==> config.mk <==
export PLATFORM = sky130hd
export DESIGN_NAME = prediction_feature_rx
export DESIGN_NICKNAME = d
export VERILOG_FILES = /design/src/rtl/prediction_feature_rx.sv
export SDC_FILE = /design/constraint.sdc
export NUM_CORES = 1
export LEC_CHECK = 0
export CAP_MARGIN = 40
export CORE_MARGIN = 5
export CORE_UTILIZATION = 25
export DETAILED_ROUTE_END_ITERATION = 8
export GPL_TIMING_DRIVEN = 0
export PLACE_DENSITY = 0.45
export SETUP_SLACK_MARGIN = 0.1
export SLEW_MARGIN = 30
export SYNTH_ARGS = -nofsm -noshare
export SYNTH_HDL_FRONTEND = slang
export SYNTH_SLANG_ARGS = --single-unit
==> constraint.sdc <==
create_clock -name wb_clk_i -period 4.4 [get_ports wb_clk_i]
set_clock_uncertainty 0.1 [all_clocks]
set_input_delay 0.88 -clock wb_clk_i [delete_from_list [all_inputs] [get_ports wb_clk_i]]
set_output_delay 0.88 -clock wb_clk_i [all_outputs]
set_load 0.01 [all_outputs]
==> src/rtl/prediction_feature_rx.sv <==
// prediction_feature_rx
//   Input stage ahead of the prediction core. Resynchronises a byte-wide
//   strobed feature stream from io_in. Assembles N_FEAT bytes into one vector.
//   Hands the vector to the core through a one-entry valid/ready slot and
//   counts lost frames, saturating at 255.
//   Optional feature macro: FRAME_PARITY_EN adds an even-parity check on
//   io_in[10]. A frame containing a byte with bad parity is discarded.
module prediction_feature_rx #(
    parameter int N_FEAT      = 8,
    parameter int DW          = 8,
    parameter int SYNC_STAGES = 2,
    parameter int TIMEOUT     = 1024
) (
    input  logic                   wb_clk_i,
    input  logic                   wb_rst_ni,
    input  logic [37:0]            io_in,
    output logic [37:0]            io_oeb,
    output logic [N_FEAT*DW-1:0]   feat_vec_o,
    output logic                   feat_valid_o,
    input  logic                   feat_ready_i,
    output logic [7:0]             drop_cnt_o,
    output logic                   busy_o
);

    localparam int IW = (N_FEAT > 1) ? $clog2(N_FEAT) : 1;
    localparam int TW = (TIMEOUT > 2) ? $clog2(TIMEOUT) : 1;
    localparam logic [IW-1:0] IDX_LAST = IW'(N_FEAT - 1);
    localparam logic [TW-1:0] TO_LAST  = TW'(TIMEOUT - 1);

    typedef enum logic [0:0] {
        S_IDLE    = 1'b0,
        S_COLLECT = 1'b1
    } state_t;

    // Synchroniser chain and edge detector
    logic [10:0]          sync_r [SYNC_STAGES];
    logic [10:0]          sync_out_s;
    logic                 strb_d_r;
    logic                 event_s;
    logic                 sof_s;
    logic [DW-1:0]        data_s;

    // Frame assembly state
    state_t               state_r;
    state_t               state_nxt_s;
    logic [IW-1:0]        idx_r;
    logic [IW-1:0]        idx_nxt_s;
    logic [TW-1:0]        idle_r;
    logic [TW-1:0]        idle_nxt_s;
    logic [N_FEAT*DW-1:0] asm_r;
    logic [N_FEAT*DW-1:0] asm_nxt_s;
    logic                 store_s;
    logic                 restart_s;
    logic                 reclaim_s;
    logic                 abort_s;
    logic                 complete_s;
    logic [IW-1:0]        lane_s;

    // Output slot and drop bookkeeping
    logic                 slot_free_s;
    logic                 load_s;
    logic                 drop_s;
    logic                 frame_bad_s;
    logic [N_FEAT*DW-1:0] vec_r;
    logic                 valid_r;
    logic [7:0]           drop_r;
    logic                 unused_s;

    assign sync_out_s = sync_r[SYNC_STAGES-1];
    assign sof_s      = sync_out_s[1];
    assign data_s     = sync_out_s[9:2];
    assign event_s    = sync_out_s[0] & ~strb_d_r;

    // All pads are inputs; the enables never change.
    assign io_oeb       = {38{1'b1}};
    assign feat_vec_o   = vec_r;
    assign feat_valid_o = valid_r;
    assign drop_cnt_o   = drop_r;
    assign busy_o       = (state_r == S_COLLECT);

    // Resynchronise the used part of io_in into the clock domain
    always_ff @(posedge wb_clk_i or negedge wb_rst_ni) begin
        if (!wb_rst_ni) begin
            for (int i = 0; i < SYNC_STAGES; i++) begin
                sync_r[i] <= 11'd0;
            end
            strb_d_r <= 1'b0;
        end else begin
            sync_r[0] <= io_in[10:0];
            for (int i = 1; i < SYNC_STAGES; i++) begin
                sync_r[i] <= sync_r[i-1];
            end
            strb_d_r <= sync_out_s[0];
        end
    end

`ifdef FRAME_PARITY_EN
    logic bad_r;
    logic bad_nxt_s;
    logic par_err_s;

    // Even parity bit over one data byte
    function automatic logic even_parity(input logic [DW-1:0] d);
        return ^d;
    endfunction

    assign unused_s = ^io_in[37:11];

    // Accumulate the per-frame parity error flag; a sof byte starts it afresh
    always_comb begin
        par_err_s = (sync_out_s[10] != even_parity(data_s));
        bad_nxt_s = bad_r;
        if (store_s) begin
            if (restart_s) begin
                bad_nxt_s = par_err_s;
            end else begin
                bad_nxt_s = bad_r | par_err_s;
            end
        end else begin
            bad_nxt_s = bad_r;
        end
        frame_bad_s = bad_nxt_s;
    end

    // Parity error flag register
    always_ff @(posedge wb_clk_i or negedge wb_rst_ni) begin
        if (!wb_rst_ni) begin
            bad_r <= 1'b0;
        end else begin
            bad_r <= bad_nxt_s;
        end
    end
`else
    assign unused_s    = ^{io_in[37:11], sync_out_s[10]};
    assign frame_bad_s = 1'b0;
`endif

    // Frame FSM: byte placement, restart on sof, idle timeout
    always_comb begin
        state_nxt_s = state_r;
        idx_nxt_s   = idx_r;
        idle_nxt_s  = idle_r;
        store_s     = 1'b0;
        restart_s   = 1'b0;
        reclaim_s   = 1'b0;
        abort_s     = 1'b0;
        complete_s  = 1'b0;
        lane_s      = '0;
        case (state_r)
            S_IDLE: begin
                idle_nxt_s = '0;
                if (event_s && sof_s) begin
                    store_s   = 1'b1;
                    restart_s = 1'b1;
                    idx_nxt_s = IW'(1);
                    if (N_FEAT == 1) begin
                        complete_s  = 1'b1;
                        state_nxt_s = S_IDLE;
                    end else begin
                        state_nxt_s = S_COLLECT;
                    end
                end else begin
                    state_nxt_s = S_IDLE;
                end
            end
            S_COLLECT: begin
                if (event_s) begin
                    idle_nxt_s = '0;
                    store_s    = 1'b1;
                    if (sof_s) begin
                        // A new sof wins over a coinciding timeout; one drop.
                        restart_s = 1'b1;
                        reclaim_s = 1'b1;
                        idx_nxt_s = IW'(1);
                        if (N_FEAT == 1) begin
                            complete_s  = 1'b1;
                            state_nxt_s = S_IDLE;
                        end else begin
                            state_nxt_s = S_COLLECT;
                        end
                    end else begin
                        lane_s = idx_r;
                        if (idx_r == IDX_LAST) begin
                            complete_s  = 1'b1;
                            state_nxt_s = S_IDLE;
                        end else begin
                            idx_nxt_s = idx_r + IW'(1);
                        end
                    end
                end else if (idle_r == TO_LAST) begin
                    abort_s     = 1'b1;
                    state_nxt_s = S_IDLE;
                end else begin
                    idle_nxt_s = idle_r + TW'(1);
                end
            end
            default: begin
                state_nxt_s = S_IDLE;
            end
        endcase
    end

    // Write the incoming byte into its lane of the assembly buffer
    always_comb begin
        asm_nxt_s = asm_r;
        if (store_s) begin
            asm_nxt_s[lane_s*DW +: DW] = data_s;
        end else begin
            asm_nxt_s = asm_r;
        end
    end

    // Decide whether a completed frame loads the output slot or is dropped
    always_comb begin
        slot_free_s = ~valid_r | feat_ready_i;
        load_s      = 1'b0;
        drop_s      = 1'b0;
        if (complete_s) begin
            if (frame_bad_s) begin
                drop_s = 1'b1;
            end else if (slot_free_s) begin
                load_s = 1'b1;
            end else begin
                drop_s = 1'b1;
            end
        end else if (reclaim_s || abort_s) begin
            drop_s = 1'b1;
        end else begin
            drop_s = 1'b0;
        end
    end

    // FSM state, lane index, idle counter and assembly buffer
    always_ff @(posedge wb_clk_i or negedge wb_rst_ni) begin
        if (!wb_rst_ni) begin
            state_r <= S_IDLE;
            idx_r   <= '0;
            idle_r  <= '0;
            asm_r   <= '0;
        end else begin
            state_r <= state_nxt_s;
            idx_r   <= idx_nxt_s;
            idle_r  <= idle_nxt_s;
            asm_r   <= asm_nxt_s;
        end
    end

    // Output slot: load a completed frame, clear valid after a transfer
    always_ff @(posedge wb_clk_i or negedge wb_rst_ni) begin
        if (!wb_rst_ni) begin
            vec_r   <= '0;
            valid_r <= 1'b0;
        end else if (load_s) begin
            vec_r   <= asm_nxt_s;
            valid_r <= 1'b1;
        end else if (valid_r && feat_ready_i) begin
            valid_r <= 1'b0;
        end
    end

    // Saturating dropped-frame counter
    always_ff @(posedge wb_clk_i or negedge wb_rst_ni) begin
        if (!wb_rst_ni) begin
            drop_r <= 8'd0;
        end else if (drop_s && (drop_r != 8'hFF)) begin
            drop_r <= drop_r + 8'd1;
        end
    end

endmodule

After elaboration in Yosys (flattened, before gate mapping)
Index checks and enable logic that the tools add are counted.
{ "totals": {"ff_bits": 172, "output_inout_bits": 112} }
{ "classes": {"n_addsub": 4, "eq_ne": 7, "n_shift": 2, "n_mux": 38, "bitwise_logic": 5, "n_reduce_logical": 6} }
{ "op_table": {"columns": ["op", "count"], "rows": [
  ["$bwmux 64", 1],
  ["$mux 64", 1],
  ["$shift 8x34->64 const A", 1],
  ["$shiftx 8x34->64", 1],
  ["$neg 6->34", 1],
  ["$mux 1", 23],
  ["$mux 3", 7],
  ["$mux 10", 2],
  ["$pmux 10 s2", 1],
  ["$add 10x1->10 const B", 1],
  ["$eq 10x10->1 const B", 1],
  ["$add 8x1->8 const B", 1],
  ["$ne 8x8->1 const B", 1],
  ["$ne 3x3->1 const B", 2],
  ["$pmux 3 s2", 1],
  ["$ne 2x2->1 const B", 2],
  ["$pmux 1 s2", 2],
  ["$add 3x1->3 const B", 1],
  ["$eq 3x3->1 const B", 1],
  ["$logic_and 1x1->1", 3],
  ["$not 1->1", 3],
  ["$reduce_and 3->1", 1],
  ["$reduce_bool 2->1", 1],
  ["$and 1x1->1", 1],
  ["other kinds (2)", 2]
]} }

Longest topological paths before layout
{ "logic_depth": {"word_depth": 8, "ltp_mapped": 14, "mapped_depth_nobuf": 10} }

Worst setup path after synthesis
OpenSTA, ideal clock, no wires.
{ "synth_path": {"kind": "reg2reg", "start": "reg state_r (netlist: busy_o)", "end": "reg vec_r[2] (netlist: feat_vec_o[2])", "setup_time_ns": 0.125, "arrival_time_ns": 2.919, "required_time_ns": 4.175, "slack_ns": 1.256, "path_stages_with_launch": 14, "path_buffers": 4, "synth_period_minus_slack_ns": 3.144, "path_cell_list": "dfrtp_1 buf_4 and4bb_1 buf_4 and2_4 buf_12 inv_1 ha_1 ha_1 clkbuf_2 nor3_4 o2111ai_2 mux2_2 mux2_2"} }
{ "synth_between": {"elab_chain_len": 5} }
{ "synth_rtl": {"columns": ["item", "line", "text"], "rows": [
  ["start, declared", "44", "state_t state_r;"],
  ["start signal, assigned", "241", "state_r <= state_nxt_s;"],
  ["$mux 3", "149", "case (state_r)"],
  ["$neg 6->34", "207", "asm_nxt_s[lane_s*DW +: DW] = data_s;"],
  ["$shiftx 8x34->64 or $shift 8x34->64 (tied branches)", "207", null],
  ["$bwmux 64", "207", null],
  ["$mux 64 (*)", "206", "if (store_s) begin"],
  ["named net asm_nxt_s[2]", "51", "logic [N_FEAT*DW-1:0] asm_nxt_s;"],
  ["end signal, assigned", "254", "vec_r <= asm_nxt_s;"],
  ["end, declared", "64", "logic [N_FEAT*DW-1:0] vec_r;"]
]} }
Mark *: on every way through the listed nets, which the timed path passes. The rest lies on a longest branch.
A chain may end at the register's enable or synchronous reset.

Worst setup path after layout
{ "layout_path": {"start": "reg sync_r, in the netlist sync_out_s[1]", "end": "reg vec_r[6] (netlist: feat_vec_o[6])"} }
{ "layout_between": {"elab_chain_len": 7} }
{ "layout_rtl": {"columns": ["item", "line", "text"], "rows": [
  ["start, declared", "36", "logic [10:0] sync_r [SYNC_STAGES];"],
  ["start signal, assigned by index", "91", "sync_r[i] <= sync_r[i-1];"],
  ["$mux 3", "170", "if (sof_s) begin"],
  ["$mux 3", "167", "if (event_s) begin"],
  ["$mux 3", "149", null],
  ["$neg 6->34", "207", null],
  ["$shiftx 8x34->64 or $shift 8x34->64 (tied branches)", "207", null],
  ["$bwmux 64", "207", null],
  ["$mux 64 (*)", "206", null],
  ["named net asm_nxt_s[6]", "51", null]
]} }
Marked as above.

==> results.py <==
metrics = {
    "layout": {
        "design_area_um2": 9301,
        "fin_util_pct": 32.58,
        "layout.cells.non_filler": 1080,
        "antenna_cells": 0,
        "drive_above_1_share_pct": 25.29,
        "seq_area_um2": 4304,
        "syn2layout_area_growth_pct": 29.53,
        "nets": 731,
        "multi_input_area_um2": 2510,
        "n_fill_cell": 2859,
    },
    "die": {
        "pin_count": 153,
        "core_area_um2": 28550,
        "die_w_um": 179.5,
        "die-area_um2": 32210,
        "die-height_um": 179.5,
        "rows": 62,
        "initial_utilization_pct": 25.15,
    },
    "clock_tree": {
        "clock_sinks": 172,
        "cts_setup_buffers": 0,
        "ctsRootBufferMaster": "clkbuf_16",
        "postCtsHoldBufs": 0,
        "cts_resized": 0,
        "h-tree-depth": 4,
        "clk_latency_ns": 0.42,
        "cts.path.max_buffers": 2,
        "cts_tree": "yes",
        "numCtsBuffers": 17,
        "clk_pin_slew_ns": 0.07,
    },
    "synthesis": {
        "synth_compound_area_share_pct": 4.130,
        "synthTopCellsByCount": "dfrtp_1, nand2_1, buf_4, mux2_4, mux2_2",
        "syn_inst": 539,
        "syn_avg_cell_area_um2": 13.32,
        "synth_cell_types": 49,
        "synthFlopType": "dfrtp_1",
        "yosysWarnings": 0,
        "synth_mux_area_share_pct": 17.34,
        "ys_async_sr_fraction_pct": 100.0,
        "ys_seq_area_share_pct": 59.94,
        "synth-adder-area-share_pct": 1.220,
        "ys_ff_latch": 172,
        "yosysMostFrequentCell": "dfrtp_1",
        "synth_top_family_by_area": "multiplexers",
        "ys_top_cells_by_area": "dfrtp_1, mux2_4, mux2_2",
        "netlist_area_um2": 7181,
        "netlist.area_leader.share_pct": 59.94,
        "yosys.area.top_type": "dfrtp_1",
        "synth-edff-count": 0,
        "synth_xor_area_share_pct": 1.708,
        "yosys.area_share.simple_pct": 8.573,
    },
    "timing": {
        "min_period_over_period_pct": 78.84,
        "fmax_ghz": 0.2883,
        "setup-violations-final": 0,
        "tightest_slew_ns": 0.5575,
        "fin_tns_setup_ns": 0,
        "rsz0062_at_grt": "no",
        "hold_viol_final": 0,
        "slew_violations": 0,
        "relSlewSlack_pct": 62.83,
        "layout_min_cycle_time_ns": 3.469,
    },
    "setup_path": {
        "worstReg2RegEnd": "feat_vec_o[6]",
        "r2r_setup_slack_ns": 0.93,
        "arrival_ns": 3.68,
        "end_kind": "flip-flop",
        "reg2regPathDepth": 13,
        "crit_fanout": 9,
        "timing.rr.start": "sync_out_s[1]",
        "start_kind": "flip-flop",
        "worstSetupStartpoint": "sync_out_s[1]",
        "endpoint": "feat_vec_o[6]",
        "worstSetupPathType": "reg2reg",
        "crit_required_ns": 4.61,
    },
    "outcome": {
        "outcome": "finished clean",
    },
    "hold_path": {
        "hp-class": "in2async",
    },
    "placed_design": {
        "port-buffer-count": 86,
        "dpl-instance-area_um2": 8721,
        "hpwl_um": 11430,
        "gp_congestion": 0.7075,
        "place_inst": 1048,
    },
    "routing": {
        "drt-total-wl_um": 15910,
        "wire_per_inst_um": 14.73,
        "via_per_inst": 3.982,
        "drt_iter0_markers": 101,
        "ant_nets": 0,
        "vias": 4301,
        "drcViolationCount": 0,
        "drtPass1Iterations": 4,
    },
    "power": {
        "p_leak_nw": 4.651,
        "ir_drop_uv": 241.8,
        "powerDensity_nw_per_um2": 393.4,
    },
    "grt": {
        "grt_pass1_vias": 4801,
        "antenna_found_initial": 0,
        "grt_max_degree": 74,
        "grt_overflow_total": 0,
        "grt_usage_pct": 10.13,
        "grt_pass1_wl_um": 26290,
    },
    "run": {
        "drv_cap": 0,
    },
}
cells by family (layout without fill, tap and decap cells):
| kind of cell | after synthesis | after routing |
|---|---|---|
| simple gates | 113 | 113 |
| other cells | 1 | 38 |
| xor+xnor | 14 | 14 |
| compound gates | 47 | 47 |
| mux | 100 | 100 |
| fa+ha+maj | 7 | 7 |
| buf+inv | 85 | 205 |
| flops | 172 | 172 |
stage by stage:
step | total power, W | worst slack [ns] | hold WS (ns)
5_1_grt | 0.003841 | 0.6792 | 0.2396
3_3_place_gp | 0.002194 | -4.557 | 0.2353
2_1_floorplan | 0.002024 | 1.256 | 0.2312
3_5_place_dp | 0.002218 | 0.8712 | 0.2356
4_1_cts | 0.003719 | 0.8575 | 0.2298
6_report | 0.003659 | 0.9312 | 0.2295
layout by cell type (no fill, tap or decap), drive strengths merged, types with 3 or more instances in the layout:
| cell | count |
|---|---|
| clkinvlp | 5 |
| mux2 | 75 |
| and2 | 9 |
| o21ai | 30 |
| nand2b | 3 |
| inv | 35 |
| dfrtp | 172 |
| clkdlybuf4s50 | 85 |
| nor4 | 5 |
| or3b | 3 |
| clkbuf | 23 |
| xor2 | 7 |
| conb | 38 |
| nand3 | 6 |
| mux2i | 25 |
| nor2 | 19 |
| ha | 7 |
| nor3 | 6 |
| a31oi | 3 |
| nand2 | 50 |
| buf | 54 |
| xnor2 | 7 |
| nand4 | 3 |
where the power goes:
group | switching, W | total [W] | leakage, nW | internal [W]
sequential | 0.0000847 | 0.00177 | 2.30 | 0.00169
clock | 0.000678 | 0.00148 | 0.272 | 0.000801
combinational | 0.000198 | 0.000408 | 2.08 | 0.000210
total | 0.000960 | 0.00366 | 4.65 | 0.00270
layout make-up:
class | instances | area share (%)
Multi-Input combinational cell | 319 | 26.98
Sequential cell | 172 | 46.27
Clock inverter | 15 | 1.668
Inverter | 28 | 1.130
Timing Repair Buffer | 88 | 9.900
Tap cell | 384 | 5.165
Buffer | 57 | 4.305
Clock buffer | 17 | 4.574
sequential cells by signal, summed over array words and instances (netlist names):
signal and cells:
asm_r 64, feat_vec_o 64, idle_r 10, sync_out_s 10, sync_r 10, drop_cnt_o 8, idx_r 3, busy_o 1
feat_valid_o 1, strb_d_r 1
critical path, stage by stage (launching register included):
cell       delay, ns
dfrtp_1         0.38
buf_6           0.14
and4bb_1        0.26
buf_4           0.15
and2_4          0.16
buf_12          0.12
inv_1           0.04
ha_1            0.20
ha_1            0.27
clkbuf_2        0.20
nor3_4          0.28
o2111ai_2       0.37
mux2_2          0.41
mux2_2          0.26
routing by layer:
layer  part of all wire (%)  GRT usage (%)  routed length (µm)
met5                      0              0                   0
met1                     47          13.09                7445
met2                     47          16.41                7406
met3                    4.8          2.951                 771
met4                    1.8          3.322                 282
worst min path at each step:
stage | cells past startpoint | slack [ns] | end | from
finish | 1 | 0.23 | sync_r[14] | wb_rst_ni
global route | 1 | 0.24 | sync_r[14] | wb_rst_ni
CTS | 1 | 0.23 | sync_r[15] | wb_rst_ni
detailed placement | 0 | 0.24 | sync_out_s[7] | sync_r[18]
global placement | 0 | 0.24 | sync_out_s[8] | sync_r[19]
floorplan | 0 | 0.23 | sync_out_s[0] | sync_r[11]
Note: power is estimated with default switching activity, not from simulation.
